<file path="src/rtl/instr_fetch_queue_if.sv">
// Fetch-queue bus: instruction ROM read port plus the core-facing head/control signals.
// The fetch queue uses the master modport; the core and ROM side use slave.
interface instr_fetch_queue_if;
    logic        stall;
    logic        branch_taken;
    logic [31:0] branch_target;
    logic        imem_en;
    logic [31:0] imem_addr;
    logic [31:0] imem_rdata;
    logic [31:0] PC;
    logic [31:0] Instruction;
    logic        instr_valid;

    modport master (
        input  stall,
        input  branch_taken,
        input  branch_target,
        input  imem_rdata,
        output imem_en,
        output imem_addr,
        output PC,
        output Instruction,
        output instr_valid
    );

    modport slave (
        output stall,
        output branch_taken,
        output branch_target,
        output imem_rdata,
        input  imem_en,
        input  imem_addr,
        input  PC,
        input  Instruction,
        input  instr_valid
    );
endinterface

</file>
<file path="src/rtl/instr_fetch_queue.sv">
// Instruction fetch queue: issues sequential ROM reads, buffers {word, pc} pairs in a
// small FIFO and presents a registered head to the core; branches flush everything.
module instr_fetch_queue #(
    parameter int unsigned DEPTH    = 4,
    parameter logic [31:0] RESET_PC = 32'h0000_0000,
    parameter int unsigned PC_STEP  = 4
) (
    input  logic                       clk,
    input  logic                       reset,
    instr_fetch_queue_if.master        bus
);

    localparam int unsigned AW = $clog2(DEPTH);
    localparam int unsigned CW = AW + 1;
    localparam int unsigned SW = CW + 1;

    typedef struct packed {
        logic [31:0] pc;
        logic [31:0] instr;
    } entry_t;

    entry_t        mem_q [DEPTH];
    logic [AW-1:0] rd_ptr_q, rd_ptr_d;
    logic [AW-1:0] wr_ptr_q, wr_ptr_d;
    logic [CW-1:0] count_q, count_d;
    logic [CW-1:0] count_after_pop;
    logic          inflight_q, inflight_d;
    logic [31:0]   inflight_pc_q, inflight_pc_d;
    logic [31:0]   fetch_pc_q, fetch_pc_d;
    logic          imem_en_q, imem_en_d;
    logic [31:0]   imem_addr_q, imem_addr_d;
    logic [31:0]   pc_q, pc_d;
    logic [31:0]   instr_q, instr_d;
    logic          instr_valid_q, instr_valid_d;

    logic          flush;
    logic          pop;
    logic          push;
    logic [31:0]   issue_pc;
    logic [SW-1:0] slots_used;
    entry_t        push_entry;
    entry_t        head;
    logic          unused_target_lsbs;

    // Word-aligned fetch: the low target bits never reach the address path.
    assign unused_target_lsbs = ^bus.branch_target[1:0];

    // Next-state: pointer/count bookkeeping, issue decision and head preview.
    always_comb begin
        flush      = bus.branch_taken;
        pop        = instr_valid_q & ~bus.stall & ~flush;
        push       = inflight_q & ~flush;
        push_entry = '{pc: inflight_pc_q, instr: bus.imem_rdata};

        count_after_pop = count_q - CW'(pop);
        if (flush) begin
            rd_ptr_d = '0;
            wr_ptr_d = '0;
            count_d  = '0;
        end else begin
            rd_ptr_d = rd_ptr_q + AW'(pop);
            wr_ptr_d = wr_ptr_q + AW'(push);
            count_d  = count_after_pop + CW'(push);
        end

        // The strobe seen by the ROM at a flush edge belongs to the old stream.
        inflight_d    = imem_en_q & ~flush;
        inflight_pc_d = imem_addr_q;

        // Reserve a slot for every queued, in-flight and newly strobed word.
        issue_pc    = flush ? {bus.branch_target[31:2], 2'b00} : fetch_pc_q;
        slots_used  = SW'(count_d) + SW'(inflight_d);
        imem_en_d   = slots_used < SW'(DEPTH);
        imem_addr_d = imem_en_d ? issue_pc : imem_addr_q;
        fetch_pc_d  = imem_en_d ? issue_pc + 32'(PC_STEP) : issue_pc;

        // A word landing in an empty queue becomes the head without a RAM round trip.
        if (push && (count_after_pop == '0)) begin
            head = push_entry;
        end else begin
            head = mem_q[rd_ptr_d];
        end

        instr_valid_d = (count_d != '0);
        instr_d       = instr_valid_d ? head.instr : 32'h0000_0000;
        pc_d          = instr_valid_d ? head.pc : pc_q;
    end

    // Control and output registers; reset wins over any redirect.
    always_ff @(posedge clk) begin
        if (!reset) begin
            rd_ptr_q      <= '0;
            wr_ptr_q      <= '0;
            count_q       <= '0;
            inflight_q    <= 1'b0;
            inflight_pc_q <= '0;
            fetch_pc_q    <= RESET_PC;
            imem_en_q     <= 1'b0;
            imem_addr_q   <= '0;
            pc_q          <= '0;
            instr_q       <= '0;
            instr_valid_q <= 1'b0;
        end else begin
            rd_ptr_q      <= rd_ptr_d;
            wr_ptr_q      <= wr_ptr_d;
            count_q       <= count_d;
            inflight_q    <= inflight_d;
            inflight_pc_q <= inflight_pc_d;
            fetch_pc_q    <= fetch_pc_d;
            imem_en_q     <= imem_en_d;
            imem_addr_q   <= imem_addr_d;
            pc_q          <= pc_d;
            instr_q       <= instr_d;
            instr_valid_q <= instr_valid_d;
        end
    end

    // Storage needs no reset: pointers and count define which entries are live.
    always_ff @(posedge clk) begin
        if (push) begin
            mem_q[wr_ptr_q] <= push_entry;
        end
    end

    assign bus.imem_en     = imem_en_q;
    assign bus.imem_addr   = imem_addr_q;
    assign bus.PC          = pc_q;
    assign bus.Instruction = instr_q;
    assign bus.instr_valid = instr_valid_q;

endmodule

</file>
<file path="src/flat_wrapper.sv">
// flat-port wrapper written by rule: the top's interface ports become plain ports
module instr_fetch_queue_flat 
#(
    parameter int unsigned DEPTH    = 4,
    parameter logic [31:0] RESET_PC = 32'h0000_0000,
    parameter int unsigned PC_STEP  = 4
)
  (clk, reset, bus_stall, bus_branch_taken, bus_branch_target, bus_imem_rdata, bus_imem_en, bus_imem_addr, bus_PC, bus_Instruction, bus_instr_valid);
  instr_fetch_queue_if bus_i ();
  input  logic clk;
  input  logic reset;
  input wire logic [$bits(bus_i.stall)-1:0] bus_stall;
  input wire logic [$bits(bus_i.branch_taken)-1:0] bus_branch_taken;
  input wire logic [$bits(bus_i.branch_target)-1:0] bus_branch_target;
  input wire logic [$bits(bus_i.imem_rdata)-1:0] bus_imem_rdata;
  output wire logic [$bits(bus_i.imem_en)-1:0] bus_imem_en;
  output wire logic [$bits(bus_i.imem_addr)-1:0] bus_imem_addr;
  output wire logic [$bits(bus_i.PC)-1:0] bus_PC;
  output wire logic [$bits(bus_i.Instruction)-1:0] bus_Instruction;
  output wire logic [$bits(bus_i.instr_valid)-1:0] bus_instr_valid;
  assign bus_i.stall = bus_stall;
  assign bus_i.branch_taken = bus_branch_taken;
  assign bus_i.branch_target = bus_branch_target;
  assign bus_i.imem_rdata = bus_imem_rdata;
  assign bus_imem_en = bus_i.imem_en;
  assign bus_imem_addr = bus_i.imem_addr;
  assign bus_PC = bus_i.PC;
  assign bus_Instruction = bus_i.Instruction;
  assign bus_instr_valid = bus_i.instr_valid;
  instr_fetch_queue #(.DEPTH(DEPTH), .RESET_PC(RESET_PC), .PC_STEP(PC_STEP)) u_core (.clk(clk), .reset(reset), .bus(bus_i));
endmodule
</file>
<file path="config.mk">
export PLATFORM = sky130hd
export DESIGN_NAME = instr_fetch_queue_flat
export DESIGN_NICKNAME = d
export VERILOG_FILES = /design/src/rtl/instr_fetch_queue_if.sv /design/src/rtl/instr_fetch_queue.sv /design/src/flat_wrapper.sv
export SDC_FILE = /design/constraint.sdc
export NUM_CORES = 1
export LEC_CHECK = 0
export BUFFER_PORTS_ARGS = -buffer_cell sky130_fd_sc_hd__buf_2
export CAP_MARGIN = 20
export CORE_MARGIN = 2
export CORE_UTILIZATION = 50
export DETAILED_ROUTE_END_ITERATION = 16
export PLACE_DENSITY = 0.69
export SLEW_MARGIN = 40
export SYNTH_ARGS = -nofsm -noshare
export SYNTH_HDL_FRONTEND = slang
export SYNTH_SLANG_ARGS = --single-unit
</file>
<file path="constraint.sdc">
create_clock -name clk -period 8.75 [get_ports clk]
set_input_delay 1.3125 -clock clk [delete_from_list [all_inputs] [get_ports clk]]
set_output_delay 1.3125 -clock clk [all_outputs]
set_load 0.005 [all_outputs]
</file>
# Word-level counts from Yosys, hierarchy flattened

Memory sizes are Yosys's and may differ from the RTL's.
Index checks and enable logic that the tools add are counted.

Add/sub/neg operators: 6
$lt $le $gt $ge: 1
Muxes and demuxes: 7
Bitwise gates (word level): 7
Reduce and logical (&&, ||, !) cells: 5

Operator list:

| kind                                                | number |
|---|---|
| 2-to-1 mux 32 bit                                   | 2 |
| 2-to-1 mux 64 bit                                   | 1 |
| adder 32 x 3 -> 32 bit (second input constant)      | 1 |
| adder 2 x 1 -> 2 bit                                | 2 |
| adder 3 x 1 -> 4 bit                                | 1 |
| AND 1 bit                                           | 4 |
| < comparator 4 x 3 -> 1 bit (second input constant) | 1 |
| adder 3 x 1 -> 3 bit                                | 1 |
| zero test 3 bit                                     | 1 |
| 2-to-1 mux 3 bit                                    | 1 |
| NOT 1 bit                                           | 3 |
| nonzero test 3 bit                                  | 1 |
| subtractor 3 x 1 -> 3 bit                           | 1 |
| 2-to-1 mux 1 bit                                    | 2 |
| 2-to-1 mux 2 bit                                    | 1 |
| AND reduction 2 bit                                 | 1 |
| OR reduction 2 bit                                  | 1 |
| logical AND 1 bit                                   | 1 |

Flip-flop bits (word level): 170
RAM bits: 256
Input port bits: 68
Output and inout bits: 98
Logic and storage cells: 38
Memories: 1

Memories:

| memory       | words | bits a word | read ports | clocked after Yosys merged registers in | write ports | line                    | source |
|---|---|---|---|---|---|---|---|
| u_core.mem_q | 4     | 64          | 1          | 0                                       | 1           | instr_fetch_queue.sv:22 | `entry_t mem_q [DEPTH];` |

# Logic depth before layout (Yosys ltp)

Depth after elaboration: 9
Mapped depth: 15
Mapped depth without buffers: 10

# Least setup slack after synthesis

OpenSTA, ideal clock, no wires.

Path type: input port to flip-flop
Start point: input port bus_branch_taken
End point: memory u_core.mem_q[0][0] in the netlist's numbering, enable pin
Arrival time: 6.418 ns
Slack: 1.754 ns
Stages: 3
Path buffers: 1
Path through: and2b_1 -> clkbuf_1 -> nor3b_1

Longest elaborated chain between the ends: 4

Ends and longest elaborated chain:

| item                                   | line                     | source |
|---|---|---|
| from (decl)                            | flat_wrapper.sv:13       | `input wire logic [$bits(bus_i.branch_taken)-1:0] bus_branch_taken;` |
| NOT 1 bit                              | instr_fetch_queue.sv:52  | `push = inflight_q & ~flush;` |
| AND 1 bit                              | instr_fetch_queue.sv:52  |  |
| 2-to-1 mux 1 bit                       | instr_fetch_queue.sv:120 | `if (push) begin` |
| 2-to-1 mux 1 bit (implied by the code) | instr_fetch_queue.sv:121 | `mem_q[wr_ptr_q] <= push_entry;` |
| to (decl)                              | instr_fetch_queue.sv:22  |  |

Every way passes these cells.

# Final worst setup path

Start point: input port bus_branch_taken
End point: register u_core.fetch_pc_q[6]

Longest elaborated chain between the ends: 8
Elaborated cells between the ends (all ways): 12
Classes of those cells: add/sub (4); order compare (1); mux (3); bitwise (4)

Ends and longest elaborated chain:

| item                        | line                                                                      | source |
|---|---|---|
| NOT 1 bit                   | instr_fetch_queue.sv:51, instr_fetch_queue.sv:52, instr_fetch_queue.sv:67 |  |
| AND 1 bit                   | instr_fetch_queue.sv:51                                                   | `pop = instr_valid_q & ~bus.stall & ~flush;` |
| subtractor 3 x 1 -> 3 bit   | instr_fetch_queue.sv:55                                                   | `count_after_pop = count_q - CW'(pop);` |
| adder 3 x 1 -> 3 bit        | instr_fetch_queue.sv:63                                                   | `count_d = count_after_pop + CW'(push);` |
| 2-to-1 mux 3 bit            | instr_fetch_queue.sv:56                                                   | `if (flush) begin` |
| adder 3 x 1 -> 4 bit        | instr_fetch_queue.sv:72                                                   | `slots_used = SW'(count_d) + SW'(inflight_d);` |
| < comparator 4 x 3 -> 1 bit | instr_fetch_queue.sv:73                                                   | `imem_en_d = slots_used < SW'(DEPTH);` |
| 2-to-1 mux 32 bit (*)       | instr_fetch_queue.sv:75                                                   | `fetch_pc_d = imem_en_d ? issue_pc + 32'(PC_STEP) : issue_pc;` |
| to (signal assigned)        | instr_fetch_queue.sv:109                                                  | `fetch_pc_q <= fetch_pc_d;` |
| to (decl)                   | instr_fetch_queue.sv:29                                                   | `logic [31:0] fetch_pc_q, fetch_pc_d;` |

Every way passes the cells marked *; elsewhere a longest branch is shown, timed or not.
A chain may end at the register's enable or synchronous reset.

==> flow_summary.toml <==
[layout]
drive_above_1_share = 0.256
diodes = 0
fillers = 2464
area_growth_pct = 16.4
fin_nets = 1330

[synthesis]
syn_area_per_cell_um2 = 14.8
synth-main-ff-cell = "edfxtp_1"
synth_warnings = 0
ys_top_cells_by_count = "edfxtp_1 (256), dfxtp_1 (170), nand2_1 (133)"
synth_edf_count = 256
synth_top_family_by_area = "multiplexers"
ys_seq_area_frac = 0.690
synthAdderAreaFrac = 0.00545
async_reset_ff_frac = 0
synth.distinct_cells = 58
netlist_area_um2 = 16100
synth_top_area_share = 0.478
synth_compound_area_frac = 0.0549
synth.largest_area_cell = "edfxtp_1"
yosysMostFrequentCell = "edfxtp_1"
synth_area_leaders = "edfxtp_1 (48%), dfxtp_1 (21%), mux4_2 (9.0%)"
yosys.area_share.simple = 0.0895
syn_nets = 1161
synth_xor_area_frac = 0.0119
syn_inst = 1086
synthMuxAreaShare = 0.129
synth.ff_latch_count = 426

[clocking]
cts-root-buf = "clkbuf_16"
cts_tree = "yes"
cts_made_buffers = 44
cts_setup_buffers = 0
cts.path.max_buffers = 3
cts_resized = 0
cts_hold_buf = 0
cts_sinks = 426
htree_levels = 2
clk_latency_ns = 0.53
clk_pin_slew_worst_paths_ns = 0.06

[floorplanning]
coreArea_um2 = 31600
initial_utilization = 0.508
dieArea_um2 = 33600
num_io_pins = 166
row_count = 65
die_h_um = 183
die_w_um = 183

[setup_path]
r2r_slack_ns = 5.18
crit_arrival_ns = 4.77
path_common_cell = "ha_1"
timing.rr.start = "u_core.bus.instr_valid"
rr_endpoint = "u_core.fetch_pc_q[6]"
criticalPathCategory = "in2reg"
endpoint_kind = "register"
crit_slowest_cell = "buf_4"
reg2reg_depth = 11
startpoint_type = "input pin"
crit_family = "buffers and inverters"
cp-endpoint = "u_core.fetch_pc_q[6]"
cp_max_fo = 56
critPathMaxStageDelay_ns = 0.52
startpoint = "bus_branch_taken"
crit_cells = 12
worstPathRequired_ns = 9.13
cp_num_buf_inv = 3
path_cells = "buf_2 -> nor3b_1 -> ha_1 -> ha_1 -> inv_1 -> ha_1 -> xor3_2 -> o21ai_4 -> buf_4 -> and3_1 -> a211oi_1 -> a2111oi_0"

[routing]
drt_first_pass_iters = 6
postRouteAntennaNets = 0
viasPerCell = 5.56
finalWirelength_um = 33300
wl_per_cell_um = 19.7
drt_iter0_drc = 760
drc = 0
num_vias = 9394

[global_routing]
grt_max_degree = 60
grt_pass1_wl_um = 52200
grtUsageMet2 = 0.323
grt.met3_usage = 0.0357
antenna_found_initial = 0
grt_pass1_vias = 9362
grt_use_total = 0.200
grt_overflow = 0
grtUsageMet1 = 0.286
top_usage_layer = "met2"

[timing]
final-max-slew-violation-count = 0
period_share = 0.501
finalHoldViolCount = 0
max_freq_ghz = 0.228
period_needed_ns = 4.39
slew_headroom = 0.495
setup_violations = 0
rsz0062_at_grt = "false"
tightest_slew_ns = 0.758
fin_tns_setup_ns = 0
clock_skew_ns = 0.0189

[job]
drv_cap = 0

[placed_design]
numPortBuffers = 163
place_hpwl_um = 20000
place.gp.congestion = 0.845

[power]
finalPower_uw = 4090
leakage_uw = 0.00715
power_density_nw_per_um2 = 219
ir_worst_vdd_mv = 0.164

[hold_path]
hold_class = "reg2reg"

[status]
status = "finished clean"
-- final cells by class --
type,count,area (um^2),share of cell area
repair buffers,181,997,0.0533
clock buffers,59,1190,0.0636
well taps,402,503,0.0269
clock inverters,20,145,0.00776
inverters,10,37.5,0.00201
multi-input cells,592,4730,0.253
flip-flops and latches,426,11100,0.593
-- flip-flops by register name, indices dropped and copies added, names as in the netlist --
signal and cells:
u_core.count_q 3, u_core.bus.imem_en 1, u_core.bus.Instruction 32, u_core.mem_q 256, u_core.bus.PC 32, u_core.inflight_q 1
u_core.bus.instr_valid 1, u_core.fetch_pc_q 32, u_core.inflight_pc_q 32, u_core.bus.imem_addr 32, u_core.rd_ptr_q 2, u_core.wr_ptr_q 2
-- worst min path at each step --
| stage | from | end | slack [ns] | cells past startpoint |
|---|---|---|---|---|
| 2_1_floorplan | u_core.bus.PC[0] | u_core.bus.PC[0] | 0.45 | 2 |
| 3_3_place_gp | u_core.bus.PC[22] | u_core.bus.PC[22] | 0.43 | 2 |
| 3_5_place_dp | u_core.bus.PC[19] | u_core.bus.PC[19] | 0.44 | 2 |
| 4_1_cts | u_core.bus.PC[3] | u_core.bus.PC[3] | 0.45 | 2 |
| 5_1_grt | u_core.bus.PC[7] | u_core.bus.PC[7] | 0.47 | 2 |
| 6_report | u_core.bus.PC[19] | u_core.bus.PC[19] | 0.45 | 2 |
-- layer usage --
layer / wire length (um) / up-vias
met4: 594 / 0
met3: 2060 / 58
li1: - / 4435
met5: 0 / -
met2: 15400 / 315
met1: 15300 / 4586
-- worst reg2reg max path, delay by kind of cell (launching register included) --
kind	cells	cell delay, ns
xor+xnor	1	0.33
simple gates	2	0.72
buf+inv	2	0.62
compound gates	3	0.78
fa+ha+maj	3	0.66
flops	1	0.35
-- power by group --
group | internal (uW) | switching, uW | total (uW)
registers | 2160 | 26.7 | 2190
logic | 68.3 | 96.9 | 165
clock network | 1010 | 726 | 1740
total | 3240 | 849 | 4090
-- stage by stage --
step	hold WS (ns)	area, um^2	setup WS (ns)	util	cells
2_1_floorplan	0.449	16100	1.75	-	1086
3_3_place_gp	0.430	17300	4.00	0.546	1608
3_5_place_dp	0.438	17300	3.99	0.548	1610
4_1_cts	0.452	18700	4.35	0.590	1689
5_1_grt	0.471	18700	4.22	0.591	1690
6_report	0.446	18700	4.36	0.591	1690
-- layout by cell type, fill, tap and decap left out, types with 12 or more instances in the layout --
| cell | count |
|---|---|
| a211oi_1 | 23 |
| a21oi_1 | 43 |
| and2_1 | 34 |
| buf_2 | 163 |
| buf_4 | 14 |
| clkbuf_1 | 13 |
| clkbuf_16 | 46 |
| dfxtp_1 | 170 |
| edfxtp_1 | 256 |
| mux2i_1 | 58 |
| mux4_2 | 64 |
| nand2_1 | 131 |
| nand3_1 | 15 |
| nand4_1 | 12 |
| nor2_1 | 47 |
| o21ai_0 | 34 |
| xnor2_1 | 15 |
-- logic make-up (layout without fill, tap and decap cells) --
kind of cell	Yosys count	count (layout)
DFF	426	426
and+or+nand+nor	302	302
AOI/OAI and AO/OA	139	139
muxes	126	126
buffers and inverters	68	270
xor gates and xnor gates	18	18
adders and majority gates	7	7
Power figures use the tool's default switching activity.
